### config.mk
export PLATFORM = sky130hd
export DESIGN_NAME = pipelined_adder_flat
export DESIGN_NICKNAME = d
export VERILOG_FILES = /design/src/rtl/pipelined_adder_if.sv /design/src/rtl/pipelined_adder.sv /design/src/flat_wrapper.sv
export SDC_FILE = /design/constraint.sdc
export NUM_CORES = 1
export LEC_CHECK = 0
export CAP_MARGIN = 20
export CORE_MARGIN = 5
export CORE_UTILIZATION = 50
export CTS_CLUSTER_DIAMETER = 150
export CTS_CLUSTER_SIZE = 14
export DETAILED_ROUTE_END_ITERATION = 7
export PLACE_DENSITY = 0.84
export SYNTH_ARGS = -nofsm -noshare
export SYNTH_HDL_FRONTEND = slang
export SYNTH_SLANG_ARGS = --single-unit
### constraint.sdc
create_clock -name clk -period 6.9 [get_ports clk]
set_clock_uncertainty 0.2 [all_clocks]
set_input_delay 1.38 -clock clk [delete_from_list [all_inputs] [get_ports clk]]
set_output_delay 1.38 -clock clk [all_outputs]
set_load 0.005 [all_outputs]
### src/rtl/pipelined_adder_if.sv
// Operand/result stream bundle for pipelined_adder.
// The master side is the producer/consumer harness; the slave side is the adder.
interface pipelined_adder_if #(
  parameter int W = 64
);
  logic         valid_i;
  logic         ready_o;
  logic [W-1:0] a_i;
  logic [W-1:0] b_i;
  logic         sub_i;
  logic         valid_o;
  logic         ready_i;
  logic [W:0]   sum_o;
  logic         is_odd_o;
  logic         ovf_o;

  modport master (
    output valid_i, a_i, b_i, sub_i, ready_i,
    input  ready_o, valid_o, sum_o, is_odd_o, ovf_o
  );

  modport slave (
    input  valid_i, a_i, b_i, sub_i, ready_i,
    output ready_o, valid_o, sum_o, is_odd_o, ovf_o
  );
endinterface

### src/rtl/pipelined_adder.sv
// Carry-segmented pipelined adder/subtractor with valid/ready flow control.
// Stage k adds one W/S-bit slice using the carry registered by stage k-1.
// Operands are kept shifted so the slice to add is always in the low bits;
// the result is assembled from the top down so it lands aligned after S stages.
module pipelined_adder #(
  parameter int W = 64,
  parameter int S = 4
) (
  input  logic             clk,
  input  logic             rst_n,
  pipelined_adder_if.slave bus
);
  localparam int SW = W / S;

  if ((S < 1) || (S > W) || ((W % S) != 0)) begin : g_param_check
    $error("pipelined_adder: W must be a multiple of S and 1 <= S <= W");
  end

  // Per-stage registers (index k holds a beat after slice k has been added).
  logic [S-1:0] v_r;
  logic [S-1:0] c_r;
  logic [W-1:0] a_r   [S];
  logic [W-1:0] bp_r  [S];
  logic [W-1:0] sum_r [S];
  logic         ovf_r;

  // Combinational stage inputs/outputs.
  logic [S-1:0] adv_s;
  logic [S-1:0] src_v_s;
  logic [S-1:0] src_c_s;
  logic [S-1:0] nxt_c_s;
  logic [W-1:0] src_a_s   [S];
  logic [W-1:0] src_bp_s  [S];
  logic [W-1:0] src_sum_s [S];
  logic [W-1:0] nxt_a_s   [S];
  logic [W-1:0] nxt_bp_s  [S];
  logic [W-1:0] nxt_sum_s [S];
  logic [SW:0]  slice_s   [S];
  logic         nxt_ovf_s;

  // Advance chain: a stage moves when it is empty or its successor moves.
  always_comb begin
    adv_s = '0;
    adv_s[S-1] = !v_r[S-1] || bus.ready_i;
    for (int k = S - 2; k >= 0; k--) begin
      adv_s[k] = !v_r[k] || adv_s[k+1];
    end
  end

  // Slice adders: stage 0 takes the bus operands, later stages take the previous register.
  always_comb begin
    src_v_s[0]   = bus.valid_i;
    src_a_s[0]   = bus.a_i;
    src_bp_s[0]  = bus.sub_i ? ~bus.b_i : bus.b_i;
    src_c_s[0]   = bus.sub_i;
    src_sum_s[0] = '0;
    for (int k = 1; k < S; k++) begin
      src_v_s[k]   = v_r[k-1];
      src_a_s[k]   = a_r[k-1];
      src_bp_s[k]  = bp_r[k-1];
      src_c_s[k]   = c_r[k-1];
      src_sum_s[k] = sum_r[k-1];
    end
    for (int k = 0; k < S; k++) begin
      slice_s[k]   = {1'b0, src_a_s[k][SW-1:0]} + {1'b0, src_bp_s[k][SW-1:0]}
                   + {{SW{1'b0}}, src_c_s[k]};
      nxt_c_s[k]   = slice_s[k][SW];
      nxt_a_s[k]   = src_a_s[k] >> SW;
      nxt_bp_s[k]  = src_bp_s[k] >> SW;
      nxt_sum_s[k] = (src_sum_s[k] >> SW) | (W'(slice_s[k][SW-1:0]) << (W - SW));
    end
    // In the last stage the operand slice tops are the original sign bits.
    nxt_ovf_s = (src_a_s[S-1][SW-1] == src_bp_s[S-1][SW-1])
             && (slice_s[S-1][SW-1] != src_a_s[S-1][SW-1]);
  end

  // Stage registers: load the predecessor whenever the stage advances; data only moves with a valid beat.
  always_ff @(posedge clk or negedge rst_n) begin
    if (!rst_n) begin
      v_r   <= '0;
      c_r   <= '0;
      ovf_r <= 1'b0;
      for (int k = 0; k < S; k++) begin
        a_r[k]   <= '0;
        bp_r[k]  <= '0;
        sum_r[k] <= '0;
      end
    end else begin
      for (int k = 0; k < S; k++) begin
        if (adv_s[k]) begin
          v_r[k] <= src_v_s[k];
          if (src_v_s[k]) begin
            a_r[k]   <= nxt_a_s[k];
            bp_r[k]  <= nxt_bp_s[k];
            c_r[k]   <= nxt_c_s[k];
            sum_r[k] <= nxt_sum_s[k];
          end
        end
      end
      if (adv_s[S-1] && src_v_s[S-1]) begin
        ovf_r <= nxt_ovf_s;
      end
    end
  end

  assign bus.ready_o  = adv_s[0];
  assign bus.valid_o  = v_r[S-1];
  assign bus.sum_o    = {c_r[S-1], sum_r[S-1]};
  assign bus.is_odd_o = sum_r[S-1][0];
  assign bus.ovf_o    = ovf_r;
endmodule

### src/flat_wrapper.sv
// flat-port wrapper written by rule: the top's interface ports become plain ports
module pipelined_adder_flat 
#(
  parameter int W = 64,
  parameter int S = 4
)
  (clk, rst_n, bus_valid_i, bus_a_i, bus_b_i, bus_sub_i, bus_ready_i, bus_ready_o, bus_valid_o, bus_sum_o, bus_is_odd_o, bus_ovf_o);
  pipelined_adder_if #(.W(W)) bus_i ();
  input  logic clk;
  input  logic rst_n;
  input wire logic [$bits(bus_i.valid_i)-1:0] bus_valid_i;
  input wire logic [$bits(bus_i.a_i)-1:0] bus_a_i;
  input wire logic [$bits(bus_i.b_i)-1:0] bus_b_i;
  input wire logic [$bits(bus_i.sub_i)-1:0] bus_sub_i;
  input wire logic [$bits(bus_i.ready_i)-1:0] bus_ready_i;
  output wire logic [$bits(bus_i.ready_o)-1:0] bus_ready_o;
  output wire logic [$bits(bus_i.valid_o)-1:0] bus_valid_o;
  output wire logic [$bits(bus_i.sum_o)-1:0] bus_sum_o;
  output wire logic [$bits(bus_i.is_odd_o)-1:0] bus_is_odd_o;
  output wire logic [$bits(bus_i.ovf_o)-1:0] bus_ovf_o;
  assign bus_i.valid_i = bus_valid_i;
  assign bus_i.a_i = bus_a_i;
  assign bus_i.b_i = bus_b_i;
  assign bus_i.sub_i = bus_sub_i;
  assign bus_i.ready_i = bus_ready_i;
  assign bus_ready_o = bus_i.ready_o;
  assign bus_valid_o = bus_i.valid_o;
  assign bus_sum_o = bus_i.sum_o;
  assign bus_is_odd_o = bus_i.is_odd_o;
  assign bus_ovf_o = bus_i.ovf_o;
  pipelined_adder #(.W(W), .S(S)) u_core (.clk(clk), .rst_n(rst_n), .bus(bus_i));
endmodule
[After elaboration in Yosys (flattened, before gate mapping)]
Cells that the tools add are included.
Storage, ports and cells
  register bits: 409
  output and inout bits: 69
  word-level logic and storage cells: 48
Cells by class
  add/subtract/negate cells: 8
  equal/unequal tests: 2
  mux-type cells: 1
  bitwise operators: 4
  reduce and logical (&&, ||, !) cells: 14
Operator list (number)
  $or A48 B64 Y64: 3
  $add A16 B16 Y17: 4
  $add A17 B1 Y17: 4
  $mux W64: 1
  $not A64 Y64: 1
  $reduce_and A2 Y1: 4
  $logic_not A1 Y1: 4
  $logic_or A1 B1 Y1: 4
  $logic_and A1 B1 Y1: 2
  $eq A1 B1 Y1: 1
  $ne A1 B1 Y1: 1

[Depth between registers and ports, before layout]
  word-level depth: 6
  depth in mapped cells: 12

[Worst setup path after synthesis]
No wires, ideal clock.
  kind: input port to flip-flop
  from: input port bus_sub_i
  to: register u_core.sum_r, in the netlist u_core.src_sum_s[190]
  setup time: 0.124 ns
  arrival: 4.040 ns
  required time: 6.576 ns
  path slack: 2.536 ns
  stages on the path: 11
  buffers on the path: 2
  cells stage by stage: buf_2 > buf_1 > xor2_1 > ha_1 > nor2b_1 > o31a_1 > o41ai_1 > a21oi_1 > a311oi_1 > nor4b_1 > a211o_1
On the way
  word-level cells in the longest chain between the ends: 3
RTL lines
  start, declared: RTL line flat_wrapper.sv:14  | input wire logic [$bits(bus_i.sub_i)-1:0] bus_sub_i;
  $mux W64: RTL line pipelined_adder.sv:54  | src_bp_s[0] = bus.sub_i ? ~bus.b_i : bus.b_i;
  $add A16 B16 Y17: RTL line pipelined_adder.sv:65  | slice_s[k] = {1'b0, src_a_s[k][SW-1:0]} + {1'b0, src_bp_s[k][SW-1:0]}
  $add A17 B1 Y17 (*): RTL line pipelined_adder.sv:66  | + {{SW{1'b0}}, src_c_s[k]};
  end signal, assigned by index: RTL line pipelined_adder.sv:96  | sum_r[k] <= nxt_sum_s[k];
  end, declared: RTL line pipelined_adder.sv:24  | logic [W-1:0] sum_r [S];
Every way passes the cells marked *; elsewhere a longest branch is shown, timed or not.
A chain may end at the register's enable or synchronous reset.

[Final worst setup path]
  from: input port bus_ready_i
  to: output port bus_ready_o
On the way
  word-level cells in the longest chain between the ends: 4
RTL lines
  start, declared: RTL line flat_wrapper.sv:15  | input wire logic [$bits(bus_i.ready_i)-1:0] bus_ready_i;
  $logic_or A1 B1 Y1: RTL line pipelined_adder.sv:44  | adv_s[S-1] = !v_r[S-1] || bus.ready_i;
  $logic_or A1 B1 Y1 (3 in a row): RTL line pipelined_adder.sv:46  | adv_s[k] = !v_r[k] || adv_s[k+1];
  end, declared: RTL line flat_wrapper.sv:16  | output wire logic [$bits(bus_i.ready_o)-1:0] bus_ready_o;
No other way between the ends.

==> results.toml <==
[route]
drtAntennaViolNets = 0
drt-initial-drc-count = 579
drt_wl_total_mm = 34.91
drt-pass1-iter-count = 5
drc = 0
routedWlPerCell_um = 17.01
num_vias = 10910
via_per_inst = 5.315

[critical_path]
worstPathMaxFanout = 4
crit_type = "in2out"
crit_arrival_ps = 2850
r2r_cells = 9
r2r_slack_ps = 3530
r2r-end = "u_core.src_sum_s[62]$_DFFE_PN0P_"
start_kind = "primary input"
required_ps = 5320
reg2reg_from = "u_core.bp_r[128]$_DFFE_PN0P_"
end_kind = "output pin"

[clock_network]
cts_buffer_depth = 3
cts_root_buffer = "clkbuf_16"
worstSkewPairLatency_ps = 540
cts-resized-gates = 0
postCtsSetupRepairBufs = 0
hold_buffers = 0
cts_sinks = 361
htree_levels = 1
cts_buffers = 29
clk_pin_slew_ps = 60
cts_tree = "yes"

[yosys]
synth_edf_count = 0
synth_cells = 1441
synth_top_cell_by_area = "dfrtp_1"
synth_top_area_share = 0.5433
yosys_most_used_dff = "dfrtp_1"
synthTopCellsByArea = "dfrtp_1 (54%), mux2_2 (14%), nand2_1 (5.8%)"
syn_nets = 1641
syn_area_per_cell_um2 = 11.54
ys_seq_area_frac = 0.5433
synth.distinct_cells = 57
synth_warnings = 0
synthesis.area_um2 = 16630
synthArstFlopShare = 1.000
ys_ff_latch = 361

[power]
vdd_ir_drop_max_mv = 0.1820
p_per_area_nw_per_um2 = 370.2
power_leakage_nw = 8.820

[timing]
timing.final.crit_share = 0.6414
setup_viol = 0
fmax_mhz = 225.9
period_needed_ps = 4426
hold_viol = 0
setup_ws_ps = 2474
finalMaxSlewViolations = 0
rsz0062_at_grt = "false"
finalSetupTns_ps = 0
timing.slew.headroom = 0.3184
tightest_slew_ps = 1022

[placement]
dp_slack_ps = 2343
portBuffers = 201
place_congestion = 0.8176
hpwl_mm = 24.73

[grt]
use_met2 = 0.3408
grt_pass1_wl_mm = 58.39
antenna_found_initial = 1
met1_usage = 0.2509
grt_util_met3 = 0.02623
top_usage_layer = "met2"
track_usage = 0.1919
grt_pass1_vias = 11540
grt-ovfl-total = 0
grt_max_degree = 186

[cells_and_area]
fin_util = 0.6047
area_growth_pct = 18.92
nets = 1810
layout_common_cells = "dfrtp_1 (361), nand2_1 (255), mux2_2 (202)"
drive_gt1_frac = 0.1560
final_common_cell = "dfrtp_1"

[hold_path]
hold_path_class = "reg2reg"
hold_end = "u_core.bp_r[237]$_DFFE_PN0P_"
holdPathStages = 2
hp-start = "u_core.bp_r[237]$_DFFE_PN0P_"

[run_status]
outcome = "complete, no violations"

[die]
core_area_um2 = 32700
fp.dieH_um = 192.4
std_cell_rows = 66
die_area_um2 = 37000
io_pins = 202
fp.dieW_um = 192.4
initial_core_util = 0.5085

[job]
cap_violations = 0
## per-stage QoR
stage	hold WS [ps]	instance area, um^2	std cells	power [mW]
final	274.4	19770	2052	7.320
after global routing	299.0	19770	2052	7.840
after CTS	278.1	19740	2050	7.395
after detailed placement	262.5	19010	2020	5.949
after global placement	255.0	19010	2020	5.824
after floorplan	241.7	16630	1441	4.933
## cell type report
cell class | instances | area (um^2)
Fill cell | 2635 | 12930
Antenna cell | 1 | 2.502
Clock inverter | 1 | 5.005
Inverter | 17 | 63.81
Sequential cell | 361 | 9034
Clock buffer | 29 | 725.7
Timing Repair Buffer | 210 | 2115
Multi-Input combinational cell | 991 | 7276
Tap cell | 442 | 553.0
## cell families after synthesis
kind of cell    synth area share
fa+ha+maj                0.05357
mux                       0.1380
xor+xnor                 0.05372
simple gates             0.09496
compound gates           0.09541
buf+inv                  0.02107
flops                     0.5433
## state kept, by name (all words and copies together) (netlist names)
register,cells
u_core.a_r,96
u_core.bp_r,96
u_core.bus.is_odd_o,1
u_core.bus.ovf_o,1
u_core.bus.sum_o,63
u_core.c_r,4
u_core.src_sum_s,96
u_core.v_r,4
## critical path, stage by stage
cell and delay [ps]:
clkdlybuf4s50_1 420, nor2b_1 210, nand4_1 250, clkdlybuf4s50_1 580
## worst max-delay path by stage
stage / startpoint / end / slack, ps / cells past startpoint
5_1_grt: bus_ready_i / bus_ready_o / 2390 / 4
3_3_place_gp: bus_b_i[0] / u_core.src_sum_s[190]$_DFFE_PN0P_ / 2450 / 10
3_5_place_dp: bus_b_i[0] / u_core.src_sum_s[190]$_DFFE_PN0P_ / 2340 / 10
6_report: bus_ready_i / bus_ready_o / 2470 / 4
4_1_cts: bus_ready_i / bus_ready_o / 2470 / 4
2_1_floorplan: bus_sub_i / u_core.src_sum_s[190]$_DFFE_PN0P_ / 2540 / 11
## routing by layer
layer,part of all wire,wire length [um]
met1,0.44,15310
met2,0.51,17630
met3,0.035,1216
met4,0.022,753
met5,0,0
## cells in the mapped netlist, types with 14 or more instances
library cell,instances
clkbuf_1,54
nand2b_1,14
xor2_1,30
a21o_1,23
dfrtp_1,361
inv_1,17
o21a_1,16
ha_1,60
mux2_2,202
buf_1,14
xnor2_1,72
nand2_1,259
a21oi_1,36
nor2_1,25
o21ai_0,116
## report_power, final
part / leakage [nW] / total [mW] / switching [mW] / internal, mW
combinational: 4.07 / 2.63 / 1.16 / 1.46
sequential: 4.39 / 3.26 / 0.421 / 2.84
clock: 0.361 / 1.43 / 0.692 / 0.737
No activity file was read; power rests on OpenSTA's default activity.
